===== src/rtl/cache_pkg.sv =====
// Shared types and PLRU tree index helpers for the N-way cache controller.
// Tree nodes are heap-numbered: node i has children 2i+1 (left) and 2i+2 (right).
package cache_pkg;

    typedef enum logic [2:0] {
        IDLE,
        LOOKUP,
        WB,
        FILL,
        FINISH
    } cc_state_e;

    // Depth of heap node n (root is level 0).
    function automatic int node_level(input int n);
        int lvl = 0;
        for (int l = 0; l < 8; l++) begin
            if (n >= (1 << (l + 1)) - 1) lvl = l + 1;
        end
        return lvl;
    endfunction

    // Position of heap node n within its level, counted from the left.
    function automatic int node_offset(input int n);
        return n - ((1 << node_level(n)) - 1);
    endfunction

    // Node visited at level l on the root-to-leaf path of way w.
    function automatic int path_node(input int w, input int l, input int widx);
        return (1 << l) - 1 + (w >> (widx - l));
    endfunction

    // True when the path of way w turns right below its level-l node.
    function automatic bit path_right(input int w, input int l, input int widx);
        return ((w >> (widx - 1 - l)) & 1) != 0;
    endfunction

    // Encoder for a one-hot way vector of up to 8 ways.
    function automatic logic [2:0] oh_to_idx(input logic [7:0] oh);
        return {|(oh & 8'hF0), |(oh & 8'hCC), |(oh & 8'hAA)};
    endfunction

endpackage


===== src/rtl/plru_tree.sv =====
// Combinational tree pseudo-LRU: victim walk and touch update for one set.
// A node bit of 0 means the victim lies in its left subtree.
module plru_tree
    import cache_pkg::*;
#(
    parameter int WAYS = 4,
    localparam int WIDX = $clog2(WAYS)
) (
    input  logic [WAYS-2:0] plru_i,
    input  logic [WIDX-1:0] touch_way_i,
    output logic [WIDX-1:0] victim_o,
    output logic [WAYS-2:0] plru_o
);

    logic [WAYS-1:0] leaf_sel;

    // A leaf is the victim when every node on its path steers toward it.
    for (genvar w = 0; w < WAYS; w++) begin : g_leaf
        logic [WIDX-1:0] match;
        for (genvar l = 0; l < WIDX; l++) begin : g_lvl
            localparam int N = path_node(w, l, WIDX);
            if (path_right(w, l, WIDX)) begin : g_r
                assign match[l] = plru_i[N];
            end else begin : g_l
                assign match[l] = ~plru_i[N];
            end
        end
        assign leaf_sel[w] = &match;
    end

    assign victim_o = WIDX'(oh_to_idx(8'(leaf_sel)));

    // Nodes on the touched way's path point away from it; the rest keep their value.
    for (genvar n = 0; n < WAYS - 1; n++) begin : g_node
        localparam int L   = node_level(n);
        localparam int OFF = node_offset(n);
        logic on_path;
        assign on_path   = ((touch_way_i >> (WIDX - L)) == WIDX'(OFF));
        assign plru_o[n] = on_path ? ~touch_way_i[WIDX-1-L] : plru_i[n];
    end

endmodule


===== src/rtl/cache_control_nway.sv =====
// Control FSM for an N-way set-associative write-back, write-allocate cache.
// Only the state and the chosen victim way are flopped; all outputs decode from them.
module cache_control_nway
    import cache_pkg::*;
#(
    parameter int WAYS = 4,
    localparam int WIDX = $clog2(WAYS)
) (
    input  logic            clk,
    input  logic            rst_n,
    input  logic            mem_read,
    input  logic            mem_write,
    input  logic [WAYS-1:0] hit_vec,
    input  logic [WAYS-1:0] valid_vec,
    input  logic [WAYS-1:0] dirty_vec,
    input  logic [WAYS-2:0] plru_in,
    input  logic            pmem_resp,
    output logic            pmem_read,
    output logic            pmem_write,
    output logic [WIDX-1:0] way_sel,
    output logic            wb_addr_sel,
    output logic            data_sel,
    output logic [WAYS-1:0] ld_data,
    output logic [WAYS-1:0] ld_tag,
    output logic [WAYS-1:0] ld_valid,
    output logic            valid_in,
    output logic [WAYS-1:0] ld_dirty,
    output logic            dirty_in,
    output logic            ld_plru,
    output logic [WAYS-2:0] plru_out,
    output logic            mem_resp
);

    cc_state_e       state_q, state_d;
    logic [WIDX-1:0] victim_q, victim_d;

    logic            req, hit, miss_needs_wb;
    logic [WAYS-1:0] hit_first, inv_first, victim_oh;
    logic [WIDX-1:0] hit_way, inv_way, plru_victim, miss_victim, touch_way;
    logic [WAYS-2:0] plru_touched;

    assign req       = mem_read | mem_write;
    assign hit       = |hit_vec;
    assign hit_first = hit_vec & (~hit_vec + WAYS'(1));
    // Lowest clear bit of valid_vec: an empty way is always filled before evicting.
    assign inv_first = ~valid_vec & (valid_vec + WAYS'(1));
    assign hit_way   = WIDX'(oh_to_idx(8'(hit_first)));
    assign inv_way   = WIDX'(oh_to_idx(8'(inv_first)));

    assign miss_victim   = (|inv_first) ? inv_way : plru_victim;
    assign miss_needs_wb = dirty_vec[miss_victim] & valid_vec[miss_victim];
    assign victim_oh     = WAYS'(1) << victim_q;
    assign touch_way     = (state_q == FINISH) ? victim_q : hit_way;

    plru_tree #(.WAYS(WAYS)) u_plru (
        .plru_i      (plru_in),
        .touch_way_i (touch_way),
        .victim_o    (plru_victim),
        .plru_o      (plru_touched)
    );

    // NOTE: every variable driven here gets a default first, otherwise a path that skips it infers a latch.
    always_comb begin
        state_d  = state_q;
        victim_d = victim_q;
        case (state_q)
            IDLE:   if (req) state_d = LOOKUP;
            LOOKUP: begin
                if (!req) begin
                    state_d = IDLE;
                end else if (!hit) begin
                    victim_d = miss_victim;
                    state_d  = miss_needs_wb ? WB : FILL;
                end
            end
            WB:     if (pmem_resp) state_d = FILL;
            FILL:   if (pmem_resp) state_d = FINISH;
            FINISH: state_d = IDLE;
            default: state_d = IDLE;
        endcase
    end

    always_comb begin
        pmem_read   = 1'b0;
        pmem_write  = 1'b0;
        way_sel     = '0;
        wb_addr_sel = 1'b0;
        data_sel    = 1'b0;
        ld_data     = '0;
        ld_tag      = '0;
        ld_valid    = '0;
        valid_in    = 1'b0;
        ld_dirty    = '0;
        dirty_in    = 1'b0;
        ld_plru     = 1'b0;
        plru_out    = '0;
        mem_resp    = 1'b0;
        case (state_q)
            LOOKUP: begin
                if (req && hit) begin
                    mem_resp = 1'b1;
                    way_sel  = hit_way;
                    ld_plru  = 1'b1;
                    plru_out = plru_touched;
                    if (mem_write) begin
                        ld_data  = hit_first;
                        ld_dirty = hit_first;
                        dirty_in = 1'b1;
                    end
                end else if (req) begin
                    way_sel = miss_victim;
                end
            end
            WB: begin
                pmem_write  = 1'b1;
                wb_addr_sel = 1'b1;
                way_sel     = victim_q;
                if (pmem_resp) ld_dirty = victim_oh;
            end
            FILL: begin
                pmem_read = 1'b1;
                way_sel   = victim_q;
                if (pmem_resp) begin
                    ld_data  = victim_oh;
                    data_sel = 1'b1;
                    ld_tag   = victim_oh;
                    ld_valid = victim_oh;
                    valid_in = 1'b1;
                    ld_dirty = victim_oh;
                end
            end
            FINISH: begin
                mem_resp = 1'b1;
                way_sel  = victim_q;
                ld_plru  = 1'b1;
                plru_out = plru_touched;
                if (mem_write) begin
                    ld_data  = victim_oh;
                    ld_dirty = victim_oh;
                    dirty_in = 1'b1;
                end
            end
            default: ;
        endcase
    end

    // NOTE: sequential state uses non-blocking assignments so every flop samples pre-edge values.
    always_ff @(posedge clk or negedge rst_n) begin
        if (!rst_n) begin
            state_q  <= IDLE;
            victim_q <= '0;
        end else begin
            state_q  <= state_d;
            victim_q <= victim_d;
        end
    end

    hit_onehot_a: assert property (@(posedge clk) disable iff (!rst_n)
        (state_q == LOOKUP && req) |-> $onehot0(hit_vec));

endmodule


===== config.mk =====
export PLATFORM = sky130hd
export DESIGN_NAME = cache_control_nway
export DESIGN_NICKNAME = d
export VERILOG_FILES = /design/src/rtl/cache_pkg.sv /design/src/rtl/plru_tree.sv /design/src/rtl/cache_control_nway.sv
export SDC_FILE = /design/constraint.sdc
export NUM_CORES = 1
export LEC_CHECK = 0
export ABC_CLOCK_PERIOD_IN_PS = 1800
export BUFFER_PORTS_ARGS = -buffer_cell sky130_fd_sc_hd__buf_2
export CAP_MARGIN = 20
export CORE_MARGIN = 8
export CORE_UTILIZATION = 30
export CTS_CLUSTER_SIZE = 24
export DETAILED_ROUTE_END_ITERATION = 8
export GPL_TIMING_DRIVEN = 1
export PLACE_DENSITY = 0.7
export SLEW_MARGIN = 20
export SYNTH_ARGS = -nofsm -noshare
export SYNTH_HDL_FRONTEND = slang
export SYNTH_SLANG_ARGS = --single-unit

===== constraint.sdc =====
create_clock -name clk -period 1.8 [get_ports clk]
set_clock_uncertainty 0.2 [all_clocks]
set_input_delay 0.36 -clock clk [delete_from_list [all_inputs] [get_ports clk]]
set_output_delay 0.36 -clock clk [all_outputs]
set_load 0.01 [all_outputs]

Word-level counts from Yosys, hierarchy flattened
Cells that the tools add are included.
- add/subtract/negate cells: 2
- multiply operators: 0
- divide/modulo/power cells: 0
- $lt $le $gt $ge: 1
- eq/ne operators: 8
- shifts and indexed selects: 1
- mux-type cells: 36
- bitwise gates (word level): 11
- reductions and logical operators: 18
- operators by type and width (kind ; count):
    4-bit one-hot mux with 3 select lines ; 2
    4-bit two-way mux ; 5
    3-bit two-way mux ; 6
    2-bit OR reduction ; 7
    1-bit two-way mux ; 12
    3-bit one-hot mux with 4 select lines ; 1
    4-bit by 1-bit adder with 4-bit output, second input constant ; 2
    4-bit AND ; 2
    2-bit two-way mux ; 4
    4-bit inverter ; 2
    4-bit OR reduction ; 2
    3-bit by 2-bit == test with 1-bit output, second input constant ; 2
    2-bit != test, second input constant ; 3
    3-bit one-hot mux with 2 select lines ; 1
    2-bit AND reduction ; 3
    1-bit inverter ; 5
    1-bit binary-select mux with 2-bit select ; 2
    1-bit one-hot mux with 2 select lines ; 2
    2-bit one-hot mux with 2 select lines ; 1
    4-bit AND reduction ; 1
    1-bit by 2-bit left shift with 4-bit output, first input constant ; 1
    3-bit by 1-bit == test with 1-bit output, second input constant ; 1
    3-bit == test, second input constant ; 1
    3-bit logical NOT ; 1
    other kinds (8) ; 8
- register bits: 5
- bits in latches: 0
- bits in writable memories: 0
- bits in read-only memories: 0
- bits of input ports: 20
- output and inout port bits: 29
- word-level logic and storage cells: 79
- memories: 0

Longest topological paths before layout
Gate-level depths: netlist of the first run.
- depth in word-level cells: 11
- depth in mapped cells: 6
- depth with buffers taken out: 5

Cells and area by module
Synthesis of the first run repeated with hierarchy kept, for this count alone.
- cells, all modules: 112
- area, all modules: 785.8 sq um
- by module, submodules not included (module ; times used ; cells an instance ; area an instance (sq um) ; seq. area each (sq um)):
    cache_control_nway ; 1 ; 105 ; 738.2 ; 125.1
    plru_tree ; 1 ; 7 ; 47.5 ; 0.0

Worst setup path after synthesis of the first run
Ideal clock, no wire load.
- kind: register -> output
- start point: register state_q[1]
- end point: output port ld_dirty[0]
- arrival time: 1431 ps
- data required time: 1240 ps
- slack: -191 ps
- stages on the path, launching flop included: 5
- path buffers: 1
- path through: dfrtp_1 > buf_2 > nor3b_2 > a22oi_1 > o31ai_1
- longest elaborated chain between the ends: 3
- elaborated cells on any way between the ends: 6
- those cells by class: eq/ne (4); mux (1); reduce/logical (1)
- ends and longest elaborated chain (what ; line ; RTL):
    start: declaration ; cache_control_nway.sv:34 ; cc_state_e state_q, state_d;
    start signal: assignment ; cache_control_nway.sv:153 ; state_q <= state_d;
    3-bit by 2-bit == test with 1-bit output ; cache_control_nway.sv:98 ; case (state_q)
    2-bit OR reduction (no source line) ; - ;
    4-bit one-hot mux with 3 select lines (*) ; cache_control_nway.sv:98 ;
    end: declaration ; cache_control_nway.sv:27 ; output logic [WAYS-1:0] ld_dirty,
Mark *: on every way between the ends. The rest lies on a longest branch, timed or not.

Final worst setup path of the first run
- start point: register state_q[2]
- end point: output port plru_out[2]
- longest elaborated chain between the ends: 6
- elaborated cells on any way between the ends: 7
- those cells by class: eq/ne (2); mux (4); bitwise (1)
- ends and longest elaborated chain (what ; line ; RTL):
    3-bit == test ; cache_control_nway.sv:53, cache_control_nway.sv:98 ;
    2-bit two-way mux ; cache_control_nway.sv:53 ; assign touch_way = (state_q == FINISH) ? victim_q : hit_way;
    1-bit inverter ; plru_tree.sv:39 ; assign plru_o[n] = on_path ? ~touch_way_i[WIDX-1-L] : plru_i[n];
    1-bit two-way mux ; plru_tree.sv:39 ;
    3-bit two-way mux ; cache_control_nway.sv:100 ; if (req && hit) begin
    3-bit one-hot mux with 2 select lines (*) ; cache_control_nway.sv:98 ;
    end: declaration ; cache_control_nway.sv:30 ; output logic [WAYS-2:0] plru_out,
Marked as above.

==> metrics.md, run 1 <==
| Metric | Value |
|---|---|
| CP Capture Type | output pin |
| Crit path launch type | flip-flop |
| Max-cap violation count | 0 |
| Pwr Total | 0.000910 W |
| Layout cells sized above 1 | 74.6% |
| Post-DRT Antenna Nets | 0 |
| Mapped Area | 712 µm² |
| Fmax | 448 MHz |
| Worst R2R Start | state_q[1] |
| Cell count after placement | 195 |
| Worst r2r dst | victim_q[1] |
| Hold Vio Cnt, Final | 0 |
| Design area | 1690 µm² |
| Vias in the first global route | 1,258 |
| Final wirelength | 4180 µm |
| IO Port Bufs | 48 |
| Most common cell after layout, fill and taps aside | buf_2 |
| Worst slew pin tran | 0.328 ns |
| DRT Pass-1 Iters | 4 |
| Overflow after GRT | 0 |
| Fillcell total | 150 |
| Max_slew headroom | 77.9% |
| R2r worst-path depth | 4 |
| Clock transition at path regs | 0.04 ns |
| Yosys warnings | 0 |
| RSZ-0062 raised after global routing | yes |
| Area grow syn2layout | 137% |
| Via count | 1,147 |
| Violated checks | setup timing |
| Commonest non-fill, non-tap cells in the layout | 34 x buf_2, 28 x buf_6, 26 x buf_4 |
| Mapped Cells | 102 |
| HP Class | primary input to async pin |
| Nets | 206 |
| CP max stage cell | dfrtp_1 |
| Max FO, Critical Path | 5 |
| Row count | 17 |
| Largest net degree at the start of global routing | 7 |
| Bufs and invs on worst path | 4 |
| CP arrival | 1.67 ns |
| Yosys top cell area share | 17.6% |
| Vias per cell | 5.38 |
| TritonCTS Buffers | 3 |
| Initial antenna violation count | 0 |
| # DRC | 0 |
| Area of the die | 4190 µm² |
| DR iter-0 viols | 44 |
| TritonCTS clock tree | built |
| LEAKAGE | 0.804 nW |
| Num ports | 49 |
| Final Cycle Share | 124% |
| Register Area | 128 µm² |
| Final setup fails | 29 |
| Top cells by area, synth | dfrtp_1 18%, buf_4 7.4%, nor2_1 7.4% |
| Kind of cell adding the most delay to the critical path | buffers and inverters |
| Core area | 2230 µm² |
| Syn Area/Cell | 6.98 µm² |
| Crit path to | plru_out[2] |
| WL/cell | 19.6 µm |
| Pwr Density | 539 nW/µm² |
| DP HPWL | 2390 µm |
| Cell Area, Placed | 1220 µm² |
| Setup Crit Path Kind | flip-flop to output pin |
| Critical path depth | 7 |
| Initial core utilization | 31.9% |
| Die W | 64.7 µm |
| Total clock sinks | 5 |
| Syn_nets | 122 |
| CTS HTree Levels | 1 |
| CP startpoint | state_q[2] |
| Yosys cell types | 36 |
| CP max stage delay | 0.39 ns |
| Diode count | 0 |
| Outcome | finished with violations |
| DP Worst Slack | -0.307 ns |
| Critical-path cell list | buf_6 -> buf_6 -> nor3_4 -> buf_6 -> a21oi_4 -> o21ba_4 -> buf_6 |
| Clock buffer depth | 2 |
| Slew Limit Fails | 0 |
| CP most frequent cell | buf_6 |
| Finished Layout Cells | 213 |
| First-pass GRT wire length | 6150 µm |
| Final WS setup | -0.434 ns |
| VDD IR max | 444 µV |
| Synthesized flop and latch total | 5 |
| Routability cong. | 0.895 |
| GRT Util Overall | 18.2% |
| Die Y | 64.7 µm |
| Biggest area consumer among synthesized cells | dfrtp_1 |
| Multi-input gate area | 772 µm² |
| Reg2Reg Setup Slack | 0.01 ns |
| Sequential share of the synthesized area | 17.6% |
| Worst Hold Slack | 0.276 ns |
| Root Buffer Master | clkbuf_4 |
| Required @ worst endpoint | 1.24 ns |
| Clk_lat worst skew | 0.24 ns |
| Final worst path period need | 2.23 ns |
## flip-flops by register name, indices dropped and copies added (netlist names)
name	count
state_q	3
victim_q	2
## how the worst min path moves through the flow
stage	start	endpoint	slack (ns)	cells after the start
finish	rst_n	state_q[2]	0.28	2
global placement	rst_n	state_q[2]	-0.03	1
CTS	rst_n	state_q[2]	0.25	2
detailed placement	rst_n	state_q[2]	-0.02	1
global route	rst_n	state_q[2]	0.28	2
floorplan	rst_n	state_q[0]	-0.14	0
## cell usage after synthesis
master / instances
o21ai_1: 1
mux2_2: 3
a21oi_2: 1
o41ai_1: 2
nand4b_1: 1
or4_4: 1
a41o_1: 1
nand3_1: 7
dfrtp_1: 5
o21ba_1: 1
o2bb2ai_1: 1
a22oi_1: 1
xnor2_1: 1
a21oi_1: 5
nor3_1: 4
nand2_1: 7
a211oi_2: 1
o21ai_0: 9
inv_1: 6
mux2i_1: 1
buf_2: 2
buf_4: 7
nor3b_2: 1
a32oi_1: 1
nand4bb_1: 1
o221a_2: 1
o22ai_1: 1
and2_1: 1
o31ai_1: 3
buf_1: 2
nand2b_1: 4
and3b_1: 1
and3_1: 1
nor2_1: 14
nor2b_1: 2
or3_1: 1
## through the flow
step,TNS [ns],util (%)
after floorplan,-0.489,-
after global placement,-3.10,54.7
after detailed placement,-3.69,54.7
after CTS,-8.21,69.5
after global routing,-10.87,75.6
final,-9.03,75.6
## final cells by class
cell class | count | area share (%)
multi-input combinational | 80 | 45.7
timing repair buffer | 90 | 41.8
sequential | 5 | 7.56
tap | 28 | 2.07
clock buffer | 4 | 1.56
inverter | 6 | 1.33
## where the power goes
| part | total (W) | switching (W) | leakage, nW | internal, W |
|---|---|---|---|---|
| registers | 0.000170 | 0.0000376 | 0.0613 | 0.000132 |
| logic | 0.000613 | 0.000311 | 0.727 | 0.000302 |
| clock network | 0.000127 | 0.0000436 | 0.0150 | 0.0000837 |
## per-layer routing
metal	vias up	global-route usage, %	wire (µm)
li1	530	-	-
met1	567	17.7	1530
met2	40	35.8	2380
met3	10	2.58	161
met4	0	9.54	104
met5	-	0	0
## kinds of logic (layout without fill, tap and decap cells)
family / count (synthesis) / count (layout) / share of synthesized area (%)
muxes: 4 / 4 / 6.15
AOI/OAI and AO/OA: 29 / 29 / 27.9
xor gates and xnor gates: 1 / 1 / 1.23
and+or+nand+nor: 46 / 46 / 34.1
DFF: 5 / 5 / 17.6
buffers and inverters: 17 / 100 / 13.0
## timing repair
action / 4_1_cts / 5_1_grt
hold endpoints to repair: 5 / 0
gates resized for setup: 47 / 22
pin swaps: 14 / 12
setup endpoints to repair: 30 / 31
setup buffers: 8 / 5
hold buffers: 1 / 0
No activity file was read; power rests on OpenSTA's default activity.
==> run 2: changes to the inputs <==
--- a/config.mk
+++ b/config.mk
@@ -6,5 +6,5 @@
 export NUM_CORES = 1
 export LEC_CHECK = 0
-export ABC_CLOCK_PERIOD_IN_PS = 1800
+export ABC_CLOCK_PERIOD_IN_PS = 2000
 export BUFFER_PORTS_ARGS = -buffer_cell sky130_fd_sc_hd__buf_2
 export CAP_MARGIN = 20
==> constraint.sdc (replaced) <==
create_clock -name clk -period 2 [get_ports clk]
set_clock_uncertainty 0.2 [all_clocks]
set_input_delay 0.2 -clock clk [delete_from_list [all_inputs] [get_ports clk]]
set_output_delay 0.2 -clock clk [all_outputs]
set_load 0.01 [all_outputs]
==> run 2 against run 1 <==
Against the previous run:
- non-clock buffer count is 32 lower
- final area is 34% lower
- via count is 18% lower
- worst hold slack worse by 0.17 ns
- the flow still finishes with violations (setup timing)
- critical path depth is 3 lower
- wire length is 32% lower
==> metrics.md, run 2 (synthesized netlist as in run 1, its figures left out) <==
| Metric | Value |
|---|---|
| LEAKAGE | 0.584 nW (-27%) |
| Worst slew pin tran | 0.382 ns (+0.0541 ns) |
| Violated checks | setup timing |
| First-pass GRT wire length | 4500 µm (-27%) |
| Final wirelength | 2830 µm (-32%) |
| Clk_lat worst skew | 0.24 ns (about the same) |
| Area of the die | 4190 µm² (unchanged) |
| IO Port Bufs | 48 (unchanged) |
| Top flop regs | state_q (3), victim_q (2) |
| TritonCTS Buffers | 3 (unchanged) |
| Row count | 17 (unchanged) |
| Num ports | 49 (unchanged) |
| Required @ worst endpoint | 1.60 ns (+0.36 ns) |
| VDD IR max | 418 µV (-5.8%) |
| Commonest non-fill, non-tap cells in the layout | 48 x buf_2, 13 x nor2_1, 7 x nand3_1, 7 x nand2_1, 7 x buf_4 |
| Hold Vio Cnt, Final | 0 (unchanged) |
| Layout cells sized above 1 | 53.6% (-21 points) |
| Initial antenna violation count | 0 (unchanged) |
| Finished Layout Cells | 181 (-15%) |
| Vias per cell | 5.18 (-3.8%) |
| Max_slew headroom | 74.4% (-3.5 points) |
| CP arrival | 1.64 ns (-0.03 ns) |
| Core area | 2230 µm² (unchanged) |
| Cell count after placement | 172 (-12%) |
| Max FO, Critical Path | 7 (+2) |
| Slew Limit Fails | 0 (unchanged) |
| Most common cell after layout, fill and taps aside | buf_2 |
| Diode count | 0 (unchanged) |
| HP Class | primary input to async pin |
| Total clock sinks | 5 (unchanged) |
| Die W | 64.7 µm (unchanged) |
| DRT Pass-1 Iters | 4 (unchanged) |
| Largest net degree at the start of global routing | 11 (+4) |
| Max reg flops | 3 (unchanged) |
| Worst Hold Slack | 0.108 ns (-0.167 ns) |
| CTS HTree Levels | 1 (unchanged) |
| Fmax | 491 MHz |
| WL met1 | 1080 µm (-29%) |
| DP HPWL | 2170 µm (-9.2%) |
| Routability cong. | 0.833 (-6.9%) |
| CP Capture Type | output pin |
| Setup Crit Path Kind | flip-flop to output pin |
| Biggest register | state_q |
| Clock buffer depth | 2 (unchanged) |
| Overflow after GRT | 0 (unchanged) |
| TritonCTS clock tree | built |
| Highest routed layer | met4 |
| Die Y | 64.7 µm (unchanged) |
| Clock transition at path regs | 0.04 ns (about the same) |
| Multi-input gate area | 584 µm² (-24%) |
| Met2 Wirelength | 1580 µm (-34%) |
| RSZ-0062 raised after global routing | yes |
| Max-cap violation count | 0 (unchanged) |
| Vias in the first global route | 1,001 (-20%) |
| Setup TNS | -0.0769 ns (+8.95 ns) |
| Final setup fails | 3 (-90%) |
| DR iter-0 viols | 62 (+41%) |
| Area grow syn2layout | 57.5% |
| Final WS setup | -0.0363 ns (+0.398 ns) |
| Total length of routed met3 wires | 129 µm (-20%) |
| Final worst path period need | 2.04 ns |
| Register Area | 128 µm² (unchanged) |
| Pwr Density | 519 nW/µm² (-3.6%) |
| Post-DRT Antenna Nets | 0 (unchanged) |
| Fillcell total | 246 (+64%) |
| # DRC | 0 (unchanged) |
| Crit path launch type | flip-flop |
| Via count | 938 (-18%) |
| WL/cell | 15.6 µm (-20%) |
| Initial core utilization | 31.9% (unchanged) |
| Final Cycle Share | 102% |
| Nets | 174 (-16%) |
| Outcome | finished with violations |
| Root Buffer Master | clkbuf_4 |
| GRT Util Overall | 13.1% (-5.1 points) |
run 2: where the power goes:
part           internal (W)  total (W)  switching [W]
Sequential         0.000119   0.000162      0.0000438
Combinational      0.000145   0.000306       0.000161
Clock             0.0000752   0.000114      0.0000384
Total              0.000339   0.000582       0.000243
run 2: repair_timing:
item,CTS,global route
endpoints found under the hold margin,5,0
setup endpoints to repair,15,14
cloned,0,0
hold buffers,1,0
buffers inserted,4,0
gates resized for setup,16,8
pin swaps,4,4
run 2: final timing paths:
path                            start           to  slack, ns  depth (start not counted)
setup / recovery           state_q[1]   ld_data[0]      -0.04                          4
hold / removal                  rst_n  victim_q[0]       0.11                          2
setup reg to reg           state_q[2]  victim_q[1]       0.22                          4
hold reg to reg            state_q[2]   state_q[1]       0.49                          3
max in group asynchronous       rst_n   state_q[1]       1.35                          2
min in group clk            pmem_resp   state_q[1]       0.13                          4
run 2: final cells by class:
cell class,count,area share [%]
flip-flops and latches,5,11.4
inverters,6,2.01
multi-input cells,80,52.1
clock buffers,4,2.34
repair buffers,58,29.0
well taps,28,3.12
run 2: routing by layer:
layer	track usage, %	up-vias
li1	-	467
met1	13.3	443
met2	25.0	24
met3	2.58	4
met4	5.99	0
met5	0	-
run 2: through the flow:
stage	setup slack, ns	instance area, µm²	total power (W)	utilization [%]
after floorplan	0.169	712	0.000309	-
after global placement	0.144	955	0.000406	42.7
after detailed placement	0.0622	955	0.000412	42.7
after CTS	-0.0150	1090	0.000567	48.7
after global routing	-0.131	1120	0.000629	50.2
final	-0.0363	1120	0.000582	50.2
run 2: worst max-delay path: stages (launching register included):
cell	delay, ns
dfrtp_2	0.46
nor3b_4	0.34
a21oi_1	0.17
o31ai_1	0.25
buf_2	0.17
==> run 3: changes to the inputs <==
Settings changed: ABC_CLOCK_PERIOD_IN_PS 2000 to 2200, PLACE_DENSITY 0.7 to 0.67, TNS_END_PERCENT set to 50.
Clock period 2 ns to 2.2 ns, I/O delays scaled along.
==> run 3 against run 2 <==
Against the previous run:
- the flow now finishes without violations
- wire length down 5.4%
- worst hold slack better by 0.0082 ns
- worst setup slack better by 0.12 ns
- final area is 6.6% lower
- non-clock buffer count decreased by 4
- clock power down 9%
- total power shrank 14%
- sequential cell count is the same
- combinational power decreased by 20%
- die area stayed put
- via count grew 0.43%
- core utilization shrank 3.3 points
==> metrics.md, run 3 (synthesized netlist as in run 1, its figures left out) <==
| Metric | Value |
|---|---|
| Biggest register | state_q |
| Outcome | finished clean |
| Max FO, Critical Path | 8 (+1) |
| Crit path launch type | flip-flop |
| Largest net degree at the start of global routing | 11 (unchanged) |
| WL/cell | 15.0 µm (-3.8%) |
| Post-DRT Antenna Nets | 0 (unchanged) |
| Area grow syn2layout | 47.1% |
| Setup Crit Path Kind | flip-flop to output pin |
| Max_slew headroom | 76.7% (+2.3 points) |
| Clock transition at path regs | 0.04 ns (about the same) |
| Die Y | 64.7 µm (unchanged) |
| Via count | 942 (+0.43%) |
| Initial antenna violation count | 0 (unchanged) |
| TritonCTS Buffers | 3 (unchanged) |
| Clk_lat worst skew | 0.24 ns (about the same) |
| Setup TNS | 0 ns (+0.0769 ns) |
| Final Core Density | 46.9% (-3.3 points) |
| Overflow after GRT | 0 (unchanged) |
| GRT Util Overall | 11.1% (-2.0 points) |
| R2r worst-path depth | 4 (unchanged) |
| Max-cap violation count | 0 (unchanged) |
| Vias in the first global route | 904 (-9.7%) |
| Kind of cell adding the most delay to the critical path | flip-flops |
| Worst slew pin tran | 0.347 ns (-0.0353 ns) |
| Diode count | 0 (unchanged) |
| Area of the die | 4190 µm² (unchanged) |
| Die W | 64.7 µm (unchanged) |
| Clock buffer depth | 2 (unchanged) |
| CP Capture Type | output pin |
| HP Class | primary input to async pin |
| CP max stage delay | 0.46 ns (about the same) |
| Commonest non-fill, non-tap cells in the layout | 48 x buf_2, 14 x nor2_1, 9 x o21ai_0 |
| Core area | 2230 µm² (unchanged) |
| First-pass GRT wire length | 3860 µm (-14%) |
| DR iter-0 viols | 26 (-58%) |
| Layout cells sized above 1 | 48.0% (-5.6 points) |
| IO Port Bufs | 48 (unchanged) |
| Slew Limit Fails | 0 (unchanged) |
| Row count | 17 (unchanged) |
| DRT Pass-1 Iters | 4 (unchanged) |
| Max reg flops | 3 (unchanged) |
| # DRC | 0 (unchanged) |
| Final wirelength | 2670 µm (-5.4%) |
| Vias per cell | 5.29 (+2.1%) |
| Final setup fails | 0 (-3) |
| VDD IR max | 359 µV (-14%) |
| Final worst path period need | 2.11 ns |
| Critical-path cell list | o21ai_1 -> or3_1 -> o41ai_2 -> buf_2 |
| Nets | 171 (-1.7%) |
| CP arrival | 1.69 ns (+0.05 ns) |
| Worst R2R Start | state_q[0] |
| Fmax | 473 MHz |
| Reg2Reg Setup Slack | 0.39 ns (+0.17 ns) |
| Initial core utilization | 31.9% (unchanged) |
| Total clock sinks | 5 (unchanged) |
| Routability cong. | 0.856 (+2.7%) |
| Root Buffer Master | clkbuf_4 |
| Required @ worst endpoint | 1.78 ns (+0.18 ns) |
| Top flop regs | state_q (3), victim_q (2) |
| Most common cell after layout, fill and taps aside | buf_2 |
| DP HPWL | 2020 µm (-6.9%) |
| Pwr Density | 478 nW/µm² (-7.9%) |
| Final Cycle Share | 96.1% |
| Num ports | 49 (unchanged) |
| Final WS setup | 0.0868 ns (+0.123 ns) |
| Pwr Total | 0.000501 W (-14%) |
| CTS HTree Levels | 1 (unchanged) |
| Bufs and invs on worst path | 1 (unchanged) |
| TritonCTS clock tree | built |
| DP Worst Slack | 0.187 ns (+0.125 ns) |
| Critical path depth | 4 (unchanged) |
| Worst r2r dst | victim_q[0] |
| CP max stage cell | dfrtp_2 |
| LEAKAGE | 0.551 nW (-5.7%) |
| Hold Vio Cnt, Final | 0 (unchanged) |
-- run 3: changes by cell type in the layout (fill, tap and decap cells not counted), moves of 2 or more --
cell	before	now
a21oi_1	3	5
buf_6	2	0
o21ai_1	3	1
buf_4	7	5
o21ai_0	6	9
-- run 3: how the worst max path moves through the flow --
stage                     startpoint     endpoint  slack, ns
after floorplan           state_q[1]  ld_dirty[0]       0.35
after global placement    state_q[2]  plru_out[2]       0.24
after detailed placement  state_q[2]  plru_out[1]       0.19
after CTS                 state_q[0]  plru_out[2]       0.03
after global routing      state_q[1]  ld_dirty[0]      -0.01
final                     state_q[0]   way_sel[0]       0.09
-- run 3: power breakdown --
group	internal, W	switching (W)
Sequential	0.000108	0.0000444
Clock	0.0000684	0.0000352
Combinational	0.000115	0.000130
-- run 3: layer usage --
metal / GRT usage [%] / wire [µm]
met2: 19.4 / 1420
met4: 5.99 / 53
met1: 12.0 / 1070
met5: 0 / 0
met3: 2.75 / 131
-- run 3: per-stage QoR --
stage / area [µm²] / hold WS, ns / std cells
finish: 1050 / 0.116 / 178
global route: 1050 / 0.103 / 178
CTS: 976 / 0.111 / 173
detailed placement: 925 / -0.164 / 168
global placement: 925 / -0.163 / 168
floorplan: 712 / -0.276 / 102
-- run 3: final cells by class --
| cell class | instances | area (µm²) |
|---|---|---|
| Fill cell | 242 | 1190 |
| Sequential cell | 5 | 129 |
| Inverter | 6 | 22.5 |
| Clock buffer | 4 | 26.3 |
| Multi-Input combinational cell | 81 | 547 |
| Timing Repair Buffer | 54 | 288 |
| Tap cell | 28 | 35.0 |
-- run 3: what timing repair did --
| action | CTS | global route |
|---|---|---|
| endpoints found under the hold margin | 5 | 0 |
| cloned | 0 | 1 |
| gates resized for setup | 3 | 6 |
| endpoints found under the setup margin | 8 | 14 |
| setup buffers | 0 | 4 |
| hold buffers | 1 | 0 |
